--- src/rtl/mesh_term_fifo_bank.sv ---
// rtl/mesh_term_fifo_bank.sv - bank of per-terminal input FIFOs feeding mesh_gnrtr terminals
//
// One independent circular-buffer FIFO per router terminal (NTRM = 2*ROWS+2*COLUMS).
// Ports (channel i occupies slice [i*W +: W] of every flattened vector):
//   clk, reset      clock, synchronous active-high reset
//   push, data_in   per-channel write strobe and packet
//   popin           router pop of the head entry
//   clr_ovf         clear all drop counters
//   data_out_i_in   head entry (first-word-fall-through, 0 when empty)
//   pndng_i_in      channel non-empty
//   full            count == fifo_depth
//   almost_full     count >= AF_LEVEL
//   count           occupancy
//   ovf_cnt         saturating count of dropped pushes
module mesh_term_fifo_bank #(
   parameter int ROWS       = 4,
   parameter int COLUMS     = 4,
   parameter int pckg_sz    = 40,
   parameter int fifo_depth = 4,
   parameter int AF_LEVEL   = 3,
   localparam int NTRM      = 2*ROWS + 2*COLUMS,
   localparam int CW        = $clog2(fifo_depth + 1)
) (
   input  logic                    clk,
   input  logic                    reset,
   input  logic [NTRM-1:0]         push,
   input  logic [NTRM*pckg_sz-1:0] data_in,
   input  logic [NTRM-1:0]         popin,
   input  logic                    clr_ovf,
   output logic [NTRM*pckg_sz-1:0] data_out_i_in,
   output logic [NTRM-1:0]         pndng_i_in,
   output logic [NTRM-1:0]         full,
   output logic [NTRM-1:0]         almost_full,
   output logic [NTRM*CW-1:0]      count,
   output logic [NTRM*8-1:0]       ovf_cnt
);

   localparam int PW = $clog2(fifo_depth);

   for (genvar i = 0; i < NTRM; i++) begin : g_ch
      logic [pckg_sz-1:0] mem [fifo_depth];
      logic [PW-1:0]      rd_ptr;
      logic [PW-1:0]      wr_ptr;
      logic [CW-1:0]      cnt;
      logic [7:0]         ovf;
      logic               is_full;
      logic               is_empty;
      logic               do_push;
      logic               do_pop;
      logic               drop;

      assign is_full  = (cnt == CW'(fifo_depth));
      assign is_empty = (cnt == '0);
      // A full FIFO still accepts a push when the router pops in the same cycle.
      assign do_push  = push[i] && (!is_full || popin[i]);
      // Pops on an empty FIFO are ignored, even when a push lands in that cycle.
      assign do_pop   = popin[i] && !is_empty;
      assign drop     = push[i] && is_full && !popin[i];

      always_ff @(posedge clk) begin
         if (reset) begin
            rd_ptr <= '0;
            wr_ptr <= '0;
            cnt    <= '0;
            ovf    <= '0;
         end else begin
            if (do_push)
               wr_ptr <= (wr_ptr == PW'(fifo_depth - 1)) ? '0 : wr_ptr + 1'b1;
            if (do_pop)
               rd_ptr <= (rd_ptr == PW'(fifo_depth - 1)) ? '0 : rd_ptr + 1'b1;
            case ({do_push, do_pop})
               2'b10:   cnt <= cnt + 1'b1;
               2'b01:   cnt <= cnt - 1'b1;
               default: cnt <= cnt;
            endcase
            // Clear has priority over a coincident drop.
            if (clr_ovf)
               ovf <= '0;
            else if (drop && ovf != 8'hff)
               ovf <= ovf + 1'b1;
         end
      end

      // Storage is not reset; the output is masked while the channel is empty.
      always_ff @(posedge clk) begin
         if (!reset && do_push)
            mem[wr_ptr] <= data_in[i*pckg_sz +: pckg_sz];
      end

      assign data_out_i_in[i*pckg_sz +: pckg_sz] = is_empty ? '0 : mem[rd_ptr];
      assign pndng_i_in[i]                       = !is_empty;
      assign full[i]                             = is_full;
      assign almost_full[i]                      = (cnt >= CW'(AF_LEVEL));
      assign count[i*CW +: CW]                   = cnt;
      assign ovf_cnt[i*8 +: 8]                   = ovf;
   end

endmodule

--- config.mk ---
export PLATFORM = sky130hd
export DESIGN_NAME = mesh_term_fifo_bank
export DESIGN_NICKNAME = d
export VERILOG_FILES = /design/src/rtl/mesh_term_fifo_bank.sv
export SDC_FILE = /design/constraint.sdc
export NUM_CORES = 2
export LEC_CHECK = 0
export ABC_AREA = 1
export CORE_AREA = 4 4 590 592
export CTS_CLUSTER_SIZE = 24
export DETAILED_ROUTE_END_ITERATION = 8
export DIE_AREA = 0 0 594 596
export SYNTH_ARGS = -nofsm -noshare
export SYNTH_HDL_FRONTEND = slang
export SYNTH_SLANG_ARGS = --single-unit
--- constraint.sdc ---
create_clock -name clk -period 3.4 [get_ports clk]
set_input_delay 0.68 -clock clk [delete_from_list [all_inputs] [get_ports clk]]
set_output_delay 0.68 -clock clk [all_outputs]
set_load 0.005 [all_outputs]
# After elaboration in Yosys (flattened, before gate mapping)
# Memory sizes are Yosys's and may differ from the RTL's. A register that Yosys moved wholly into a read port is not among the register bits.
# Cells that the tools add are included.
# totals
ff_bits,240
ram_bits,2560
mem_count,16
output_inout_bits,864
word_cells,594
in_bits,675
# op_classes
eq_ne,96
addsub,80
n_mux,128
n_reduce_logical,194
magnitude_cmp,16
# memory_table
memory,words,width,read_ports,rd_clocked_by_memory_dff,write_ports,line_no,source
g_ch[0].mem,4,40,1,1,1,41,logic [pckg_sz-1:0] mem [fifo_depth];
g_ch[10].mem,4,40,1,1,1,41,
g_ch[11].mem,4,40,1,1,1,41,
g_ch[12].mem,4,40,1,1,1,41,
g_ch[13].mem,4,40,1,1,1,41,
g_ch[14].mem,4,40,1,1,1,41,
10 more memories,n/a,n/a,n/a,n/a,n/a,n/a,
# op_table
cell,count
$mux 40,16
$add 8x1->8 const B,16
$mux 2,64
$ne 8x8->1 const B,16
$eq 2x2->1 const B,48
$logic_and 1x1->1,96
$pmux 3 s2,16
$add 2x1->2 const B,32
$logic_not 1->1,49
$add 3x1->3 const B,16
$eq 3x3->1 const B,16
$ge 3x2->1 const B,16
$logic_not 3->1,16
$sub 3x1->3 const B,16
$eq 2x1->1 const B,16
$mux 1,32
$reduce_bool 2->1,16
$logic_or 1x1->1,16
$reduce_or 2->1,1

# Depth between registers and ports, before layout
# logic_depth
word_depth,7
ltp_mapped,12
ltp_nobuf,12

# Worst setup path after synthesis
# No wires, ideal clock.
# synth_path
path_kind,input to register
from,input port reset
to,"memory g_ch[1].mem[0][0], enable pin"
t_arrival_ps,2918
cell_stages,5
setup_ps,437
setup_slack_ps,44
required_ps,2963
n_path_buf,2
cell_sequence,inv_1 > buf_2 > buf_2 > nand3_1 > nor2_1
# synth_between
elab_chain_cells,4
# synth_lines
element,line_no,source
"start, declared",25,"input logic reset,"
$logic_not 1->1,86,if (!reset && do_push)
$logic_and 1x1->1,86,
$mux 1,86,
$mux 1 (not written as such),87,mem[wr_ptr] <= data_in[i*pckg_sz +: pckg_sz];
"end, declared",41,
# No other way between the ends.

==> metrics.md <==
| Metric | Value |
|---|---|
| Status | complete, no violations |
| Slowest-stage cell, CP | clkdlybuf4s50_1 |
| Total of max-cap violations | 0 |
| Critical Path, Cell by Cell | buf_8 -> inv_6 -> buf_12 -> o21ai_0 -> a21oi_2 -> clkdlybuf4s50_1 |
| Rel. slew slack | 55.1% |
| Root buffer cell | clkbuf_16 |
| Min-delay worst type | input port to flip-flop |
| Critical path's top delay family | buffers and inverters |
| Sequential-to-total area share from yosys stat | 71.9% |
| Most frequent cells in the layout | nor2_1 (2,951), edfxtp_1 (2,560), o21ai_0 (1,130), clkdlybuf4s50_1 (1,067), a21oi_1 (512) |
| Vias per cell | 4.92 |
| Drt wl/cell | 23.4 um |
| Critical Path AT | 2.63 ns |
| Synth Register Bits | 2,832 |
| Post-Syn Area | 114,000 um^2 |
| CTS max path bufs | 4 |
| Area of the die | 354,000 um^2 |
| Grt ovf | 0 |
| Synth Area in Simple Gates | 13.2% |
| Pre-CTS setup slack | 0.195 ns |
| Fmax | 0.302 GHz |
| DRT iter0 DRCs | 6,528 |
| WP data required | 2.72 ns |
| Overall Global Routing Usage | 20.7% |
| Aggregate routed wire length | 387 mm |
| Synth Area in Compound Gates | 9.50% |
| TritonCTS buffer count | 311 |
| Mux cell area share after synthesis | 0% |
| Clk_lat worst skew | 0.90 ns |
| Tmin final | 3.31 ns |
| Most common cell after layout, fill and taps aside | nor2_1 |
| CP Launch Type | flip-flop |
| Core box area | 342,000 um^2 |
| Final Skew | 0.0475 ns |
| PwrDens | 763 nW/um^2 |
| Placed inst area | 137,000 um^2 |
| Util after Layout | 44.4% |
| Adder-cell area share of the yosys netlist | 1.50% |
| Flop2flop setup slack | 1.04 ns |
| Clock slew seen by the registers of the worst setup and hold paths | 0.06 ns |
| Hold EP | g_ch[9].mem[3][30] |
| Worst-Margin Slew | 0.674 ns |
| Final Max Slew Viols | 0 |
| Worst r2r src | g_ch[6].cnt[2] |
| Crit Path Class | flip-flop to output pin |
| Share of post-route cells with drive strength above 1 | 11.3% |
| Hold path startpoint | data_in[390] |
| Synth Instances | 9,950 |
| Cells on Worst Hold Path | 1 |
| Largest family of logic cells by synthesized area | simple AND/OR/NAND/NOR gates |
| Die span in x | 594 um |
| Seq. cell area | 82,400 um^2 |
| Largest net degree at the start of global routing | 60 |
| Mean Syn Cell Area | 11.5 um^2 |
| Initial Utilization | 33.4% |
| Max VDD drop | 0.000572 V |
| GPL Wtd Cong | 0.858 |
| TritonRoute pass-1 iters | 5 |
| Fin crit share | 97.5% |
| Count of cell types in the netlist | 30 |
| Post-DP HPWL | 254 mm |
| Final Cell Area | 152,000 um^2 |
| P_leak | 55.4 nW |
| Area of the multi-input gates | 29,500 um^2 |
| Synth-to-Final Area Change | 32.8% |
| RSZ-0062 raised after global routing | true |
| Synthesis warning total | 0 |
| Initial antenna violation count | 148 |
| Port-buffer cells | 1,538 |
| Post-Syn Nets | 10,800 |
| FP Rows | 215 |
| First-pass GRT wire length | 544 mm |
| Total number of vias | 81,700 |
| Nets@finish | 12,500 |
| XOR/XNOR Fraction of Synth Area | 0.115% |
| Final Hold Fails | 0 |
| Endpoints failing setup | 0 |
| Vias in the first global route | 76,500 |
| R2R Path End | g_ch[6].cnt[2] |
| Worst-case reg-to-reg path depth | 11 |
| CTS tree | done |
| Filler cells | 31,000 |
| Drc violations | 0 |
| CP Buf/Inv Count | 4 |
| Die extent in y | 596 um |
| CTS Sinks | 2,832 |
| Antenna Nets Post-Route | 0 |
| Max FO, Critical Path | 20 |
| Crit path largest cell delay | 0.54 ns |
| Ports | 1,539 |
| Setup crit end kind | output pin |
| H-Tree Depth | 5 |
| Final setup margin | 0.0864 ns |
==> kinds of logic after synthesis <==
logic type	count (synthesis)
AND/OR/NAND/NOR	3823
flip-flops	2832
AO/OA/AOI/OAI	2173
buffers and inverters	979
adder cells (fa/ha/maj)	128
XOR/XNOR	15
==> flip-flops by register name (all words and copies together), names as in the netlist, named ones only <==
signal	count
g_ch.ovf	128
g_ch.cnt	48
g_ch.wr_ptr	32
g_ch.mem	2560
g_ch.rd_ptr	32
==> synth_stat cells (all sizes together) <==
cell / count / share of area (%)
nor3: 36 / 0.16
nand2: 466 / 1.5
clkinv: 3 / 0.013
dfxtp: 272 / 4.8
nand4: 42 / 0.24
clkbuf: 241 / 0.88
edfxtp: 2560 / 67
nor2: 3058 / 10
nand3b: 23 / 0.15
buf: 291 / 1.4
o21ai: 1441 / 6.3
fa: 16 / 0.28
nand3: 198 / 0.96
a21oi: 732 / 3.2
xnor2: 15 / 0.11
inv: 444 / 1.5
ha: 112 / 1.2
==> final cells by class <==
class,count,area share (%)
sequential,2832,54.2
multi-input combinational,6139,19.4
inverter,447,1.25
antenna,68,0.112
clock inverter,165,1.15
timing repair buffer,1969,14.6
clock buffer,403,5.54
tap,4557,3.75
timing repair inverter,7,0.0379
==> per-layer routing <==
layer | GRT usage (%) | up-vias | routed length, um
met5 | 0 | - | 623
met4 | 8.39 | 96 | 15800
met3 | 6.09 | 735 | 33500
met2 | 34.5 | 2943 | 187000
met1 | 25.2 | 39700 | 150000
li1 | - | 38200 | -
==> worst reg2reg max path, cell delays in order, from the launching register on <==
cell and delay [ns]:
dfxtp_1 0.40, inv_1 0.12, nand2_1 0.17, inv_6 0.20, nor2_2 0.28, ha_1 0.23, inv_1 0.07, fa_1 0.39
nand2_1 0.08, nand3_1 0.08, o21ai_0 0.14, a21oi_1 0.07
==> report_power, final <==
part | switching [mW] | leakage, nW | internal, mW
registers | 1.04 | 25.5 | 39.8
logic | 24.6 | 24.9 | 17.1
clock network | 14.0 | 4.94 | 19.5
total | 39.6 | 55.4 | 76.4
==> worst max path at each step <==
stage	cells past startpoint	to	start	slack [ns]
floorplan	5	g_ch[1].mem[0][0]	reset	0.04
global placement	6	data_out_i_in[206]	flip-flop	0.18
detailed placement	6	data_out_i_in[206]	flip-flop	0.19
CTS	7	data_out_i_in[206]	flip-flop	-0.10
global route	7	data_out_i_in[421]	flip-flop	-0.07
finish	6	data_out_i_in[623]	flip-flop	0.09
==> metrics by stage <==
step	std cells	power (mW)	setup TNS (ns)	hold WS [ns]
floorplan	9950	57.1	0	0.490
global placement	15800	79.8	0	0.498
detailed placement	15800	79.9	0	0.509
CTS	16500	116	-0.724	0.292
global route	16600	121	-0.274	0.340
finish	16600	116	0	0.421
==> what timing repair did <==
action	4_1_cts	5_1_grt
gates resized for setup	792	255
pin swaps	125	106
hold buffers	0	0
gates cloned	55	16
buffers inserted	77	26
endpoints found under the setup margin	622	236
Note: power is estimated with default switching activity, not from simulation.
